File: src/rtl/loader_pkg.sv
// Shared types and constants for the UART memory loader.
// LOADER_CHECKSUM_EN adds the CHECK state to the loader FSM.
package loader_pkg;

  localparam logic [7:0] SYNC_BYTE = 8'hA5;
  localparam int         CHK_W     = 8;

  typedef enum logic [2:0] {
    S_IDLE,
    S_LEN_HI,
    S_LEN_LO,
    S_DATA_HI,
    S_DATA_LO,
`ifdef LOADER_CHECKSUM_EN
    S_CHECK,
`endif
    S_DONE,
    S_ERROR
  } state_t;

  typedef enum logic [1:0] {
    R_IDLE,
    R_START,
    R_DATA,
    R_STOP
  } rx_state_t;

endpackage

File: src/rtl/uart_rx.sv
// 8N1 UART receiver with a 2-flop input synchronizer and mid-bit sampling.
// Emits a one-cycle rx_valid with the byte, or rx_ferr when the stop bit is low.
module uart_rx
  import loader_pkg::*;
#(
  parameter int CLKS_PER_BIT = 434
) (
  input  logic       CLK_50,
  input  logic       resetN,
  input  logic       uart_rx,
  output logic [7:0] rx_byte,
  output logic       rx_valid,
  output logic       rx_ferr
);

  localparam int            CW   = $clog2(CLKS_PER_BIT);
  localparam logic [CW-1:0] HALF = CW'(CLKS_PER_BIT / 2 - 1);
  localparam logic [CW-1:0] FULL = CW'(CLKS_PER_BIT - 1);

  logic [1:0]    r_sync;
  logic          r_prev;
  rx_state_t     r_state, w_state_nxt;
  logic [CW-1:0] r_cnt, w_cnt_nxt;
  logic [2:0]    r_bit, w_bit_nxt;
  logic [7:0]    r_shift, w_shift_nxt;
  logic          r_valid, w_valid;
  logic          r_ferr, w_ferr;
  logic          w_line;

  assign w_line   = r_sync[1];
  assign rx_byte  = r_shift;
  assign rx_valid = r_valid;
  assign rx_ferr  = r_ferr;

  always_comb begin
    w_state_nxt = r_state;
    w_cnt_nxt   = CW'(r_cnt + 1'b1);
    w_bit_nxt   = r_bit;
    w_shift_nxt = r_shift;
    w_valid     = 1'b0;
    w_ferr      = 1'b0;
    case (r_state)
      R_IDLE: begin
        w_cnt_nxt = '0;
        if (r_prev && !w_line) w_state_nxt = R_START;
      end
      R_START: begin
        // A line that is high again at half a bit was only a glitch.
        if (r_cnt == HALF) begin
          w_cnt_nxt   = '0;
          w_bit_nxt   = '0;
          w_state_nxt = w_line ? R_IDLE : R_DATA;
        end
      end
      R_DATA: begin
        if (r_cnt == FULL) begin
          w_cnt_nxt   = '0;
          w_shift_nxt = {w_line, r_shift[7:1]};
          w_bit_nxt   = r_bit + 3'd1;
          if (r_bit == 3'd7) w_state_nxt = R_STOP;
        end
      end
      R_STOP: begin
        if (r_cnt == FULL) begin
          w_cnt_nxt   = '0;
          w_state_nxt = R_IDLE;
          w_valid     = w_line;
          w_ferr      = !w_line;
        end
      end
      default: w_state_nxt = R_IDLE;
    endcase
  end

  always_ff @(posedge CLK_50 or negedge resetN) begin
    if (!resetN) begin
      r_sync  <= 2'b11;
      r_prev  <= 1'b1;
      r_state <= R_IDLE;
      r_cnt   <= '0;
      r_bit   <= '0;
      r_shift <= '0;
      r_valid <= 1'b0;
      r_ferr  <= 1'b0;
    end else begin
      r_sync  <= {r_sync[0], uart_rx};
      r_prev  <= w_line;
      r_state <= w_state_nxt;
      r_cnt   <= w_cnt_nxt;
      r_bit   <= w_bit_nxt;
      r_shift <= w_shift_nxt;
      r_valid <= w_valid;
      r_ferr  <= w_ferr;
    end
  end

endmodule

File: src/rtl/uart_mem_loader.sv
// Loads a framed UART byte stream into RAM as 16-bit words from address 0, holding the CPU meanwhile.
// Define LOADER_CHECKSUM_EN to expect and verify a trailing 8-bit sum byte.
module uart_mem_loader
  import loader_pkg::*;
#(
  parameter int DATA_WIDTH   = 16,
  parameter int ADDR_WIDTH   = 12,
  parameter int CLKS_PER_BIT = 434
) (
  input  logic                  CLK_50,
  input  logic                  resetN,
  input  logic                  uart_rx,
  output logic [ADDR_WIDTH-1:0] mem_addr,
  output logic [DATA_WIDTH-1:0] mem_wdata,
  output logic                  mem_we,
  output logic                  cpu_hold,
  output logic                  load_done,
  output logic                  load_error
);

`ifdef LOADER_CHECKSUM_EN
  localparam state_t S_FINISH = S_CHECK;
`else
  localparam state_t S_FINISH = S_DONE;
`endif

  logic [7:0]          w_rx_byte;
  logic                w_rx_valid, w_rx_ferr;
  state_t              r_state, w_state_nxt;
  logic [ADDR_WIDTH:0] r_addr, r_len;
  logic [7:0]          r_len_hi, r_hi;
  logic [15:0]         w_len;
  logic [DATA_WIDTH-1:0] r_wdata;
  logic                r_we, r_hold, r_done, r_err;
  logic                w_issue, w_sync, w_last, w_busy;
`ifdef LOADER_CHECKSUM_EN
  logic [CHK_W-1:0]    r_sum;
`endif

  uart_rx #(.CLKS_PER_BIT(CLKS_PER_BIT)) u_rx (
    .CLK_50   (CLK_50),
    .resetN   (resetN),
    .uart_rx  (uart_rx),
    .rx_byte  (w_rx_byte),
    .rx_valid (w_rx_valid),
    .rx_ferr  (w_rx_ferr)
  );

  assign w_len  = {r_len_hi, w_rx_byte};
  assign w_last = r_we && ((r_addr + 1'b1) == r_len);
  assign w_busy = !(r_state inside {S_IDLE, S_DONE, S_ERROR});

  always_comb begin
    w_state_nxt = r_state;
    w_issue     = 1'b0;
    w_sync      = 1'b0;
    case (r_state)
      S_IDLE, S_DONE, S_ERROR: begin
        if (w_rx_valid && w_rx_byte == SYNC_BYTE) begin
          w_state_nxt = S_LEN_HI;
          w_sync      = 1'b1;
        end
      end
      S_LEN_HI: if (w_rx_valid) w_state_nxt = S_LEN_LO;
      S_LEN_LO: begin
        if (w_rx_valid) begin
          if (w_len == 16'd0)                         w_state_nxt = S_FINISH;
          else if (int'(w_len) > (1 << ADDR_WIDTH))   w_state_nxt = S_ERROR;
          else                                        w_state_nxt = S_DATA_HI;
        end
      end
      // The final write is judged the cycle after it issues, so hold drops after mem_we.
      S_DATA_HI: begin
        if (w_last)          w_state_nxt = S_FINISH;
        else if (w_rx_valid) w_state_nxt = S_DATA_LO;
      end
      S_DATA_LO: begin
        if (w_rx_valid) begin
          w_state_nxt = S_DATA_HI;
          w_issue     = 1'b1;
        end
      end
`ifdef LOADER_CHECKSUM_EN
      S_CHECK: if (w_rx_valid) w_state_nxt = (w_rx_byte == r_sum) ? S_DONE : S_ERROR;
`endif
      default: w_state_nxt = S_IDLE;
    endcase
    if (w_rx_ferr && w_busy) w_state_nxt = S_ERROR;
  end

  always_ff @(posedge CLK_50 or negedge resetN) begin
    if (!resetN) begin
      r_state  <= S_IDLE;
      r_addr   <= '0;
      r_len    <= '0;
      r_len_hi <= '0;
      r_hi     <= '0;
      r_wdata  <= '0;
      r_we     <= 1'b0;
      r_hold   <= 1'b0;
      r_done   <= 1'b0;
      r_err    <= 1'b0;
    end else begin
      r_state <= w_state_nxt;
      r_we    <= w_issue;
      r_hold  <= !(w_state_nxt inside {S_IDLE, S_DONE, S_ERROR});
      r_done  <= (w_state_nxt == S_DONE);
      r_err   <= (w_state_nxt == S_ERROR);
      if (w_issue)                              r_wdata  <= DATA_WIDTH'({r_hi, w_rx_byte});
      if (r_state == S_LEN_HI && w_rx_valid)    r_len_hi <= w_rx_byte;
      if (r_state == S_LEN_LO && w_rx_valid)    r_len    <= w_len[ADDR_WIDTH:0];
      if (r_state == S_DATA_HI && w_rx_valid)   r_hi     <= w_rx_byte;
      if (w_sync)    r_addr <= '0;
      else if (r_we) r_addr <= r_addr + 1'b1;
    end
  end

`ifdef LOADER_CHECKSUM_EN
  always_ff @(posedge CLK_50 or negedge resetN) begin
    if (!resetN) begin
      r_sum <= '0;
    end else if (w_sync) begin
      r_sum <= '0;
    end else if (w_rx_valid && r_state inside {S_LEN_HI, S_LEN_LO, S_DATA_HI, S_DATA_LO}) begin
      r_sum <= r_sum + w_rx_byte;
    end
  end
`endif

  assign mem_addr   = r_addr[ADDR_WIDTH-1:0];
  assign mem_wdata  = r_wdata;
  assign mem_we     = r_we;
  assign cpu_hold   = r_hold;
  assign load_done  = r_done;
  assign load_error = r_err;

endmodule

File: config.mk
export PLATFORM = sky130hd
export DESIGN_NAME = uart_mem_loader
export DESIGN_NICKNAME = d
export VERILOG_FILES = /design/src/rtl/loader_pkg.sv /design/src/rtl/uart_rx.sv /design/src/rtl/uart_mem_loader.sv
export SDC_FILE = /design/constraint.sdc
export NUM_CORES = 1
export LEC_CHECK = 0
export ABC_AREA = 1
export BUFFER_PORTS_ARGS = -buffer_cell sky130_fd_sc_hd__buf_2
export CAP_MARGIN = 10
export CORE_ASPECT_RATIO = 0.8
export CORE_MARGIN = 5
export CORE_UTILIZATION = 50
export CTS_CLUSTER_SIZE = 14
export DETAILED_ROUTE_END_ITERATION = 8
export GPL_TIMING_DRIVEN = 0
export PLACE_DENSITY = 0.68
export SLEW_MARGIN = 20
export SYNTH_ARGS = -nofsm -noshare
export SYNTH_HDL_FRONTEND = slang
export SYNTH_SLANG_ARGS = --single-unit
File: constraint.sdc
create_clock -name CLK_50 -period 3.6 [get_ports CLK_50]
set_clock_uncertainty 0.2 [all_clocks]
set_input_delay 0.72 -clock CLK_50 [delete_from_list [all_inputs] [get_ports CLK_50]]
set_output_delay 0.72 -clock CLK_50 [all_outputs]
set_load 0.1 [all_outputs]
[Word-level counts from Yosys, hierarchy flattened]
Index checks and enable logic that the tools add are counted.
Storage, ports and cells
  register bits: 92
  bits in latches: 0
  memory bits (writable): 0
  ROM bits: 0
  input port bits: 3
  output and inout bits: 32
  logic and storage cells: 99
  memories: 0
Operators by class
  $add $sub $neg: 3
  $mul: 0
  div/mod/pow operators: 0
  $lt $le $gt $ge: 1
  equal/unequal tests: 21
  shift operators: 0
  muxes and demuxes: 33
  bitwise logic cells: 0
  reduce and logical (&&, ||, !) cells: 23
Operator list (number)
  two-way mux 3 bit: 11
  case mux 9 bit (3 select lines): 1
  two-way mux 13 bit: 2
  equality test 3 bit (second input constant): 6
  two-way mux 9 bit: 2
  greater-than comparator 16 x 13 -> 1 bit (second input constant): 1
  zero test 16 bit: 1
  case mux 3 bit (5 select lines): 1
  adder 13 x 1 -> 13 bit (second input constant): 1
  equality test 13 bit: 1
  two-way mux 2 bit: 6
  inequality test 2 x 1 -> 1 bit (second input constant): 5
  adder 9 x 1 -> 9 bit (second input constant): 1
  equality test 9 x 8 -> 1 bit (second input constant): 1
  equality test 9 bit (second input constant): 1
  equality test 8 bit (second input constant): 1
  two-way mux 1 bit: 8
  case mux 2 bit (4 select lines): 1
  logical AND 1 bit: 7
  equality test 3 x 2 -> 1 bit (second input constant): 2
  zero test 3 bit: 2
  case mux 3 bit (2 select lines): 1
  nonzero test 3 bit: 2
  AND reduction 5 bit: 1
  other kinds (11): 15

[Depth between registers and ports, before layout]
Gate-level depths: netlist of run 1.
  depth after elaboration: 9
  mapped depth: 16
  depth with buffers taken out: 16

[Cells and area by module]
A second synthesis of run 1 with hierarchy kept.
Second synthesis, totals
  cells, all modules: 583
  area total of the unflattened synthesis: 4620.7 um^2
Modules (own cells, without submodules)
  uart_mem_loader: times used 1, cells each 442, area each 3320.7 um^2, sequential area each 1626.6 um^2
  uart_rx: times used 1, cells each 141, area each 1300.0 um^2, sequential area each 679.4 um^2

[Worst setup path before layout of run 1]
OpenSTA, ideal clock, no wires.
  path kind: flip-flop to flip-flop
  start point: register r_we, in the netlist mem_we
  end point: register r_hold, in the netlist cpu_hold
  library setup time: 0.120 ns
  data arrival time: 2.050 ns
  data required time: 3.280 ns
  setup slack: 1.231 ns
  stages on the path, launching flop included: 12
  buffers on the path: 0
  period minus slack after synthesis: 2.369 ns
  path through: dfrtp_1 -> inv_1 -> a21oi_1 -> nand3_1 -> nor2_1 -> nand3_1 -> nor3_4 -> nand3_1 -> a21oi_1 -> nand4_1 -> nand2_1 -> nor2_1
On the way
  longest elaborated chain between the ends: 7
  elaborated cells on any way between the ends: 9
  those cells by class: eq/ne (2); mux (3); reduce/logical (4)
RTL lines
  from (decl): line uart_mem_loader.sv:34  | logic r_we, r_hold, r_done, r_err;
  from (signal assigned): line uart_mem_loader.sv:105  | r_we <= w_issue;
  logical AND 1 bit (*): line uart_mem_loader.sv:50  | assign w_last = r_we && ((r_addr + 1'b1) == r_len);
  two-way mux 3 bit (*): line uart_mem_loader.sv:74  | if (w_last) w_state_nxt = S_FINISH;
  case mux 3 bit (5 select lines) (*): line uart_mem_loader.sv:57  | case (r_state)
  two-way mux 3 bit (*): line uart_mem_loader.sv:88  | if (w_rx_ferr && w_busy) w_state_nxt = S_ERROR;
  equality test 3 bit / zero test 3 bit (equally long branches): line uart_mem_loader.sv:106  | r_hold <= !(w_state_nxt inside {S_IDLE, S_DONE, S_ERROR});
  nonzero test 3 bit (*): line uart_mem_loader.sv:106
  zero test 1 bit (*): line uart_mem_loader.sv:106
  to (signal assigned): line uart_mem_loader.sv:106
  to (decl): line uart_mem_loader.sv:34
Mark *: on every way between the ends. The rest lies on a longest branch, timed or not.
A chain may end at the register's enable or synchronous reset.

[Worst setup path after layout of run 1]
  start point: register r_addr[0]
  end point: register r_hold, in the netlist cpu_hold
On the way
  longest elaborated chain between the ends: 9
  elaborated cells on any way between the ends: 11
  those cells by class: add/sub (1); eq/ne (3); mux (3); reduce/logical (4)
RTL lines
  from (decl): line uart_mem_loader.sv:30  | logic [ADDR_WIDTH:0] r_addr, r_len;
  from (signal assigned): line uart_mem_loader.sv:114  | else if (r_we) r_addr <= r_addr + 1'b1;
  adder 13 x 1 -> 13 bit (*): line uart_mem_loader.sv:50
  equality test 13 bit (*): line uart_mem_loader.sv:50
  logical AND 1 bit (*): line uart_mem_loader.sv:50
  two-way mux 3 bit (*): line uart_mem_loader.sv:74
  case mux 3 bit (5 select lines) (*): line uart_mem_loader.sv:57
  two-way mux 3 bit (*): line uart_mem_loader.sv:88
  equality test 3 bit / zero test 3 bit (equally long branches): line uart_mem_loader.sv:106
  nonzero test 3 bit (*): line uart_mem_loader.sv:106
  zero test 1 bit (*): line uart_mem_loader.sv:106
Marks and branches as above.

==> metrics.cfg, run 1 <==
[synthesis]
synth_seq_cells = 92
avgSynthCellArea_um2 = 8.20
syn_area_um2 = 4450
synth_top_area_cell = dfrtp_1
synth_area_leaders = dfrtp_1 50%, nand2_1 14%, o21ai_0 5.5%
synth_top_area_frac = 0.500
synthCells = 543
yosysUniqueCellTypes = 34
synth_edf_count = 0
ys_warn_count = 0
synthFlopType = dfrtp_1
syn_nets = 556
synth-seq-area-share = 0.518
postSynth.asyncResetShare = 1.00

[floorplan]
rows = 30
die_x_um = 115
start_util = 0.518
ioPinCount = 35
die_h_um = 94.4
dieArea_um2 = 10900
core_area_um2 = 8600

[power_and_ir_drop]
p_int_w = 0.00147
peakVddDrop_v = 0.000286
p_comb_frac = 0.106
clkPwrFrac = 0.350
switching_power_w = 0.000519
power.share.switching = 0.260
p_seq_frac = 0.544
finalPower_w = 0.00199
powerDensity_nw_per_um2 = 398
leakagePower_nw = 2.51

[global_route]
grt_max_degree = 73
grt_pass1_vias = 3582
grt_pass1_wl_um = 16800
track_usage = 0.194
grt_overflow = 0
antenna_found_initial = 0

[sta]
fin_crit_sh = 0.685
finalHoldViolations = 0
clock.fmax_ghz = 0.405
min_period_ps = 2470
drv_slew = 0
slew_headroom = 0.626
rsz0062_at_grt = no
worstMarginPinSlew_ps = 554
setup_viol_count_final = 0
tns_ps = 0

[hold_path]
min_path_cells = 0
hold_start = u_rx.r_sync[0]
holdPathEnd = u_rx.r_sync[1]
hp-class = reg2reg

[cells_and_area]
area.growth.synth_to_final_pct = 12.5
fin_nets = 603
drive_above_1_share = 0.139
num-fill-cells = 799
diodes = 0

[cts]
clk_latency_ps = 370
numClockSinks = 92
cts_tree = done
path_clk_slew_ps = 100
h-tree-depth = 3
cts_buffer_depth = 2
clockRootBuffer = clkbuf_8
cts-hold-fix-buffers = 1
cts_buffers = 9
ctsResizeCount = 0
cts_setup_buffers = 0

[route]
drc = 0
avgViaCountPerCell = 5.16
vias = 3647
firstDrtPassIters = 5
wl_um = 9520
post_drt_wl_per_cell_um = 13.5
final_antenna_net_count = 0
drt_iter0_markers = 224

[critical_path]
critPathMaxStageDelay_ps = 490
worstPathCellList = ha_1 -> nand2_2 -> nor2_2 -> nand3_1 -> nand2_1 -> nand2_1 -> nand2_1 -> nand2_1 -> nor2_1 -> nand3_1 -> a21oi_1 -> nand4_1 -> nand2_1 -> nor2_1
cp-start-kind = flop
ff2ff_setup_slack_ps = 1130
cp_max_fo = 8
cp_data_required_time_ps = 3650
r2r-start = r_addr[0]
cp_num_buf_inv = 0
slowest_stage = dfrtp_1
r2r-end = cpu_hold
cp-end-kind = flop
crit_type = reg2reg
arrival_ps = 2520
reg2reg_depth = 14
critPathMostFrequentCell = nand2_1
cp_top_family = simple AND/OR/NAND/NOR gates

[flow_run]
cap_violations = 0

[placed_design]
hpwl_um = 7050
routabilityCongestion = 0.902
portBuffers = 34

[run_status]
status = finished clean

## power groups by stage
stage | clock network, W | registers, W | logic, W
CTS | 0.000717 | 0.00108 | 0.000216
finish | 0.000697 | 0.00108 | 0.000212
detailed placement | 0 | 0.00111 | 0.000213
global placement | 0 | 0.00110 | 0.000196
floorplan | 0 | 0.00110 | 0.000144
global route | 0.000764 | 0.00109 | 0.000249
## flip-flops by register name, indices dropped and copies added (netlist names), named ones only
name and flops:
u_rx.r_bit 3, u_rx.r_state 1, r_addr 13, load_error 1
u_rx.rx_ferr 1, r_state 3, u_rx.r_prev 1, u_rx.rx_byte 8
u_rx.rx_valid 1, u_rx.r_sync 2, mem_wdata 16, r_len_hi 8
load_done 1, mem_we 1, r_hi 8, u_rx.r_cnt 9
r_len 13, cpu_hold 1
## cell usage in the layout, fill, tap and decap left out, types with 3 or more instances in the layout
| cell type | count |
|---|---|
| dfrtp_1 | 89 |
| nand3_2 | 3 |
| nand2_1 | 166 |
| nand4_1 | 10 |
| nor2_1 | 41 |
| a21oi_1 | 10 |
| nand3b_1 | 5 |
| o22ai_1 | 10 |
| buf_4 | 12 |
| clkbuf_1 | 8 |
| nor3_1 | 8 |
| clkbuf_8 | 10 |
| dfstp_2 | 3 |
| nand2_2 | 4 |
| o21ai_0 | 49 |
| buf_2 | 35 |
| ha_1 | 10 |
| inv_1 | 60 |
| nand3_1 | 29 |
| nor2_2 | 3 |
## Yosys cell counts, types with 5 or more instances
cell type and n:
a21oi_1 10, buf_4 12, clkbuf_1 8, dfrtp_1 89, ha_1 10, inv_1 60, nand2_1 166, nand3_1 29
nand3b_1 5, nand4_1 10, nor2_1 41, nor3_1 8, o21ai_0 49, o22ai_1 10
## layout make-up
cell class	instances	area (µm²)	share of cell area
Buffer	22	130	0.0260
Sequential cell	92	2310	0.461
Multi-Input combinational cell	368	1790	0.357
Inverter	61	229	0.0457
Timing Repair Buffer	36	214	0.0427
Clock buffer	10	138	0.0275
Tap cell	112	140	0.0280
Clock inverter	6	63.8	0.0127
## logic make-up (layout without fill, tap and decap cells)
logic type | Yosys count | in the layout | share of synthesized area
AO/OA/AOI/OAI | 77 | 77 | 0.0939
AND/OR/NAND/NOR | 277 | 277 | 0.272
flip-flops | 92 | 92 | 0.518
XOR/XNOR | 4 | 4 | 0.00787
adder cells (fa/ha/maj) | 10 | 10 | 0.0281
buffers and inverters | 83 | 135 | 0.0807
## metal layers
layer | global-route usage | vias to the layer above | part of all wire
met4 | 0.0733 | 0 | 0.013
met1 | 0.263 | 1726 | 0.48
met2 | 0.307 | 74 | 0.46
met5 | 0 | - | 0
li1 | - | 1837 | -
met3 | 0.0429 | 10 | 0.042
## worst max path at each step
stage                     startpoint           end  cells past startpoint
after floorplan               mem_we      cpu_hold                     11
after global placement        resetN  mem_wdata[4]                      1
after detailed placement   r_addr[0]      cpu_hold                     14
after CTS                  r_addr[0]      cpu_hold                     14
after global routing       r_addr[0]      cpu_hold                     14
final                      r_addr[0]      cpu_hold                     14
## metrics by stage
stage                     std cells  utilization  hold slack [ps]  instance area, µm²  setup slack, ps
after floorplan                 543            -              145                4450             1230
after global placement          689        0.554              146                4760              747
after detailed placement        690        0.558              148                4800             1160
after CTS                       707        0.583              160                5010             1120
after global routing            707        0.583              161                5010              849
final                           707        0.583              158                5010             1130
Power figures use the tool's default switching activity.
==> run 2: changes to the inputs <==
clock period = 2.32 ns   (was 3.6 ns; I/O delays follow)
==> run 2 against run 1 <==
Net effect:
- the run now ends with negative setup slack left
- total power grew 64%
- critical path depth shrank 1
- sequential power grew 56%
- cell count grew 0.57%
- die area is the same
- utilization grew 1.8 points
- combinational power grew 57%
- global-route usage shrank 0.31 points
- critical path type unchanged
- critical endpoint unchanged
- highest routed layer unchanged
==> metrics.cfg, run 2 (synthesis results as in run 1) <==
[global_route]
track_usage = 0.191
grt_overflow = 0
grt_max_degree = 49
antenna_found_initial = 0
grt_pass1_vias = 3453
grt_pass1_wl_um = 16300

[floorplan]
die_h_um = 94.4
core_area_um2 = 8600
die_x_um = 115
dieArea_um2 = 10900
ioPinCount = 35
start_util = 0.518
rows = 30

[sta]
setup_viol_count_final = 1
min_period_ps = 2320
timing.final.ws_setup_ps = -0.504
slew_headroom = 0.599
finalHoldViolations = 0
clock.fmax_ghz = 0.431
tns_ps = -0.504
fin_crit_sh = 1.00
drv_slew = 0
rsz0062_at_grt = yes
worstMarginPinSlew_ps = 601

[cts]
clockRootBuffer = clkbuf_8
cts_buffers = 9
path_clk_slew_ps = 80
cts_buffer_depth = 2
clk_latency_ps = 360
cts_tree = done
numClockSinks = 92
h-tree-depth = 3

[route]
vias = 3724
firstDrtPassIters = 5
post_drt_wl_per_cell_um = 13.9
wl_met2_um = 4500
drc = 0
drt_iter0_markers = 332
topRoutingLayerUsed = met4
avgViaCountPerCell = 5.24
drt-met1-wl_um = 4690
wl_um = 9870
route.met3.wl_um = 496
final_antenna_net_count = 0

[critical_path]
slowest_stage = dfrtp_1
crit_type = reg2reg
crit_start = r_addr[1]
ff2ff_setup_slack_ps = -0.5
critPathMostFrequentCell = nor2_1
cp_data_required_time_ps = 2380
worstPathCellList = ha_4 -> inv_4 -> nor2_2 -> nor2_1 -> nand3_1 -> nor2_1 -> nand3_2 -> nor3_4 -> nand3_2 -> a21oi_2 -> nand4_1 -> nand2_1 -> nor2_1
r2r-end = cpu_hold
critPathMaxStageDelay_ps = 440
reg2reg_depth = 13
arrival_ps = 2380
r2r-start = r_addr[1]
cp-end-kind = flop
cp_max_fo = 4
cp-start-kind = flop

[placed_design]
placedInstanceArea_um2 = 4790
post-place-ws_ps = -143
portBuffers = 34
hpwl_um = 6920
routabilityCongestion = 0.895

[run_status]
status = finished with violations
violations = negative setup slack

[hold_path]
hp-class = reg2reg
hold_start = u_rx.r_sync[0]
holdPathEnd = u_rx.r_sync[1]
min_path_cells = 0

[power_and_ir_drop]
powerDensity_nw_per_um2 = 634
finalPower_w = 0.00327
leakagePower_nw = 2.56
peakVddDrop_v = 0.000602

[cells_and_area]
area.growth.synth_to_final_pct = 15.9
final_area_um2 = 5160
drive_above_1_share = 0.179
largest_reg_flops = 16
final_cell_mix = 163 x nand2_1, 86 x dfrtp_1, 57 x inv_1
final_common_cell = nand2_1
fin_nets = 607
diodes = 0

[flow_run]
cap_violations = 0

-- run 2: cell count changes in the layout (fill, tap and decap cells not counted), sizes merged --
| cell | before | now |
|---|---|---|
| dlygate4sd3 | 1 | 2 |
| buf | 49 | 52 |
| nor2 | 46 | 47 |
| clkinvlp | 2 | 0 |
| clkinv | 4 | 3 |
| bufinv | 1 | 3 |
-- run 2: how the worst max path moves through the flow --
stage / end / cells past startpoint
after CTS: cpu_hold / 13
after global routing: cpu_hold / 13
after global placement: mem_we / 1
after floorplan: cpu_hold / 13
final: cpu_hold / 13
after detailed placement: cpu_hold / 14
-- run 2: per-stage QoR --
stage | utilization | instances | hold WS, ps
after detailed placement | 0.558 | 690 | 147
after global routing | 0.600 | 711 | 161
final | 0.600 | 711 | 158
after global placement | 0.554 | 689 | 146
after CTS | 0.588 | 708 | 159
after floorplan | - | 543 | -31.6
-- run 2: report_power, final --
| part | switching (W) | leakage (nW) | internal, W |
|---|---|---|---|
| clock network | 0.000540 | 0.117 | 0.000713 |
| logic | 0.000212 | 1.18 | 0.000121 |
| registers | 0.0000386 | 1.27 | 0.00165 |
| total | 0.000790 | 2.56 | 0.00248 |
-- run 2: final cells by class --
| type | instances | area, µm² |
|---|---|---|
| Buffer | 21 | 128 |
| Clock buffer | 11 | 131 |
| Clock inverter | 5 | 100 |
| Fill cell | 783 | 3440 |
| Inverter | 61 | 231 |
| Multi-Input combinational cell | 369 | 1870 |
| Sequential cell | 92 | 2310 |
| Tap cell | 112 | 140 |
| Timing Repair Buffer | 40 | 246 |
-- run 2: layer usage --
| metal | global-route usage | up-vias |
|---|---|---|
| li1 | - | 1841 |
| met1 | 0.263 | 1775 |
| met2 | 0.300 | 90 |
| met3 | 0.0461 | 18 |
| met4 | 0.0616 | 0 |
| met5 | 0 | - |
-- run 2: timing repair --
| action | in CTS | in global routing |
|---|---|---|
| buffers inserted | 1 | 2 |
| pin swaps | 0 | 17 |
| gates resized for setup | 2 | 26 |
| gates cloned | 0 | 1 |
| endpoints found under the hold margin | 45 | 0 |
| hold buffers | 2 | 0 |
| endpoints found under the setup margin | 7 | 24 |
-- run 2: critical path: cells and delay by family, from the launching register on --
kind,cells,cell delay (ps)
AOI/OAI and AO/OA,1,190
adders and majority gates,1,260
buffers and inverters,1,60
DFF,1,440
and+or+nand+nor,10,1060
==> run 3: changes to the inputs <==
CAP_MARGIN = unset   (was 10)
CELL_PAD_IN_SITES_DETAIL_PLACEMENT = 1   (was unset)
CELL_PAD_IN_SITES_GLOBAL_PLACEMENT = 1   (was unset)
CORE_UTILIZATION = 45   (was 50)
PLACE_DENSITY = unset   (was 0.68)
PLACE_DENSITY_LB_ADDON = 0.1   (was unset)
==> run 3 against run 2 <==
Net effect:
- die area increased by 10%
- global-route usage increased by 1.5 points
- total power increased by 12%
- utilization decreased by 4.4 points
- flip-flop and latch count unchanged
- the run now ends clean
- sequential share of layout area decreased by 1.7 points
- largest power group unchanged
==> metrics.cfg, run 3 (synthesis results as in run 1) <==
[sta]
fin_crit_sh = 0.997
tns_ps = 0
finalHoldViolations = 0
min_period_ps = 2310
clock.fmax_ghz = 0.432
slew_headroom = 0.618
drv_slew = 0
worstMarginPinSlew_ps = 572
rsz0062_at_grt = yes
setup_viol_count_final = 0

[placed_design]
dp.cells = 714
hpwl_um = 8520
portBuffers = 34
placedInstanceArea_um2 = 4830
routabilityCongestion = 0.855

[cts]
cts_tree = done
path_clk_slew_ps = 60
clk_latency_ps = 340
cts_buffers = 9
numClockSinks = 92
cts_buffer_depth = 2
clockRootBuffer = clkbuf_16
h-tree-depth = 3

[floorplan]
rows = 32
die_x_um = 121
core_area_um2 = 9650
dieArea_um2 = 12000
start_util = 0.461
ioPinCount = 35
die_h_um = 99.0

[critical_path]
cp_data_required_time_ps = 2350
arrival_ps = 2340
cp_top_family = simple AND/OR/NAND/NOR gates
crit_start = r_addr[1]
worstPathCellList = clkinvlp_4 -> nor2_4 -> nand4_1 -> nand2_1 -> nand2_1 -> nand2_1 -> nand2_1 -> nor2_2 -> nand4_1 -> nand2_1 -> nor2_2 -> nor2_1 -> nor2_1
cp_num_buf_inv = 1
cp-end-kind = flop
crit_type = reg2reg
cp_max_fo = 5
critPathMaxStageDelay_ps = 430
slowest_stage = dfrtp_2
r2r-start = r_addr[1]
critPathMostFrequentCell = nand2_1
cp-start-kind = flop

[cells_and_area]
drive_above_1_share = 0.205
final_cell_mix = 161 x nand2_1, 84 x dfrtp_1, 57 x inv_1
final_common_cell = nand2_1
diodes = 0
largest_reg_flops = 16
fin_nets = 612
final_core_util = 0.556
final_area_um2 = 5370
instances_no_fill = 740
area.growth.synth_to_final_pct = 20.6

[route]
post_drt_wl_per_cell_um = 16.3
avgViaCountPerCell = 5.18
drc = 0
vias = 3832
final_antenna_net_count = 0
wl_um = 12100
firstDrtPassIters = 4
drt_iter0_markers = 217

[hold_path]
hp-class = in2reg
hold_start = uart_rx

[run_status]
status = finished clean

[global_route]
grt_pass1_wl_um = 19500
track_usage = 0.206
grt_overflow = 0
grt_max_degree = 74
grt_pass1_vias = 3927
antenna_found_initial = 0

[power_and_ir_drop]
leakagePower_nw = 2.62
peakVddDrop_v = 0.000456
powerDensity_nw_per_um2 = 682

[flow_run]
cap_violations = 0

==> run 3: cell count changes in the layout (fill, tap and decap cells not counted), sizes merged <==
| cell | delta |
|---|---|
| inv | -1 |
| clkinv | -2 |
| clkinvlp | +4 |
| buf | +5 |
| nor2 | +1 |
| dlygate4sd3 | -1 |
| bufinv | -1 |
==> run 3: report_power, final <==
part           internal [W]  switching [W]
logic              0.000121       0.000216
clock network       0.00100       0.000631
registers           0.00165      0.0000377
total               0.00277       0.000885
==> run 3: per-layer routing <==
| layer | wire [µm] | track usage | share of wire | vias up |
|---|---|---|---|---|
| met5 | 0 | 0 | 0 | - |
| met4 | 157 | 0.0543 | 0.013 | 0 |
| met3 | 561 | 0.0453 | 0.046 | 15 |
| met2 | 5920 | 0.355 | 0.49 | 63 |
| met1 | 5430 | 0.262 | 0.45 | 1900 |
| li1 | - | - | - | 1854 |
==> run 3: layout make-up <==
class / instances / area (µm²)
clock inverter: 5 / 83.8
multi-input combinational: 370 / 1910
clock buffer: 11 / 253
timing repair buffer: 43 / 270
tap: 136 / 170
buffer: 22 / 133
fill: 1196 / 4280
inverter: 61 / 236
sequential: 92 / 2310
==> run 3: path summary, 6_finish.rpt <==
path                       cells after the start             end  slack [ps]
hold reg to reg                                0  u_rx.r_sync[1]         160
setup reg to reg                              13        cpu_hold           6
min in group asynchronous                      2       r_addr[8]         330
hold / removal                                 1  u_rx.r_sync[0]          20
setup / recovery                              13        cpu_hold           6
max in group asynchronous                      3  u_rx.r_sync[1]         940
==> run 3: per-stage QoR <==
step	setup WS, ps	hold WS [ps]	power (W)
after floorplan	236	-31.6	0.00193
after global placement	-451	160	0.00202
after detailed placement	-213	125	0.00205
after CTS	-51.0	7.73	0.00369
after global routing	-153	5.92	0.00384
final	6.17	18.7	0.00366
==> run 3: what timing repair did <==
item                                   4_1_cts  5_1_grt
setup endpoints to repair                   15       23
endpoints found under the hold margin       19        0
hold buffers                                 1        0
setup buffers                                1        6
gates resized for setup                     10       28
cloned                                       0        2
pin swaps                                    7       19
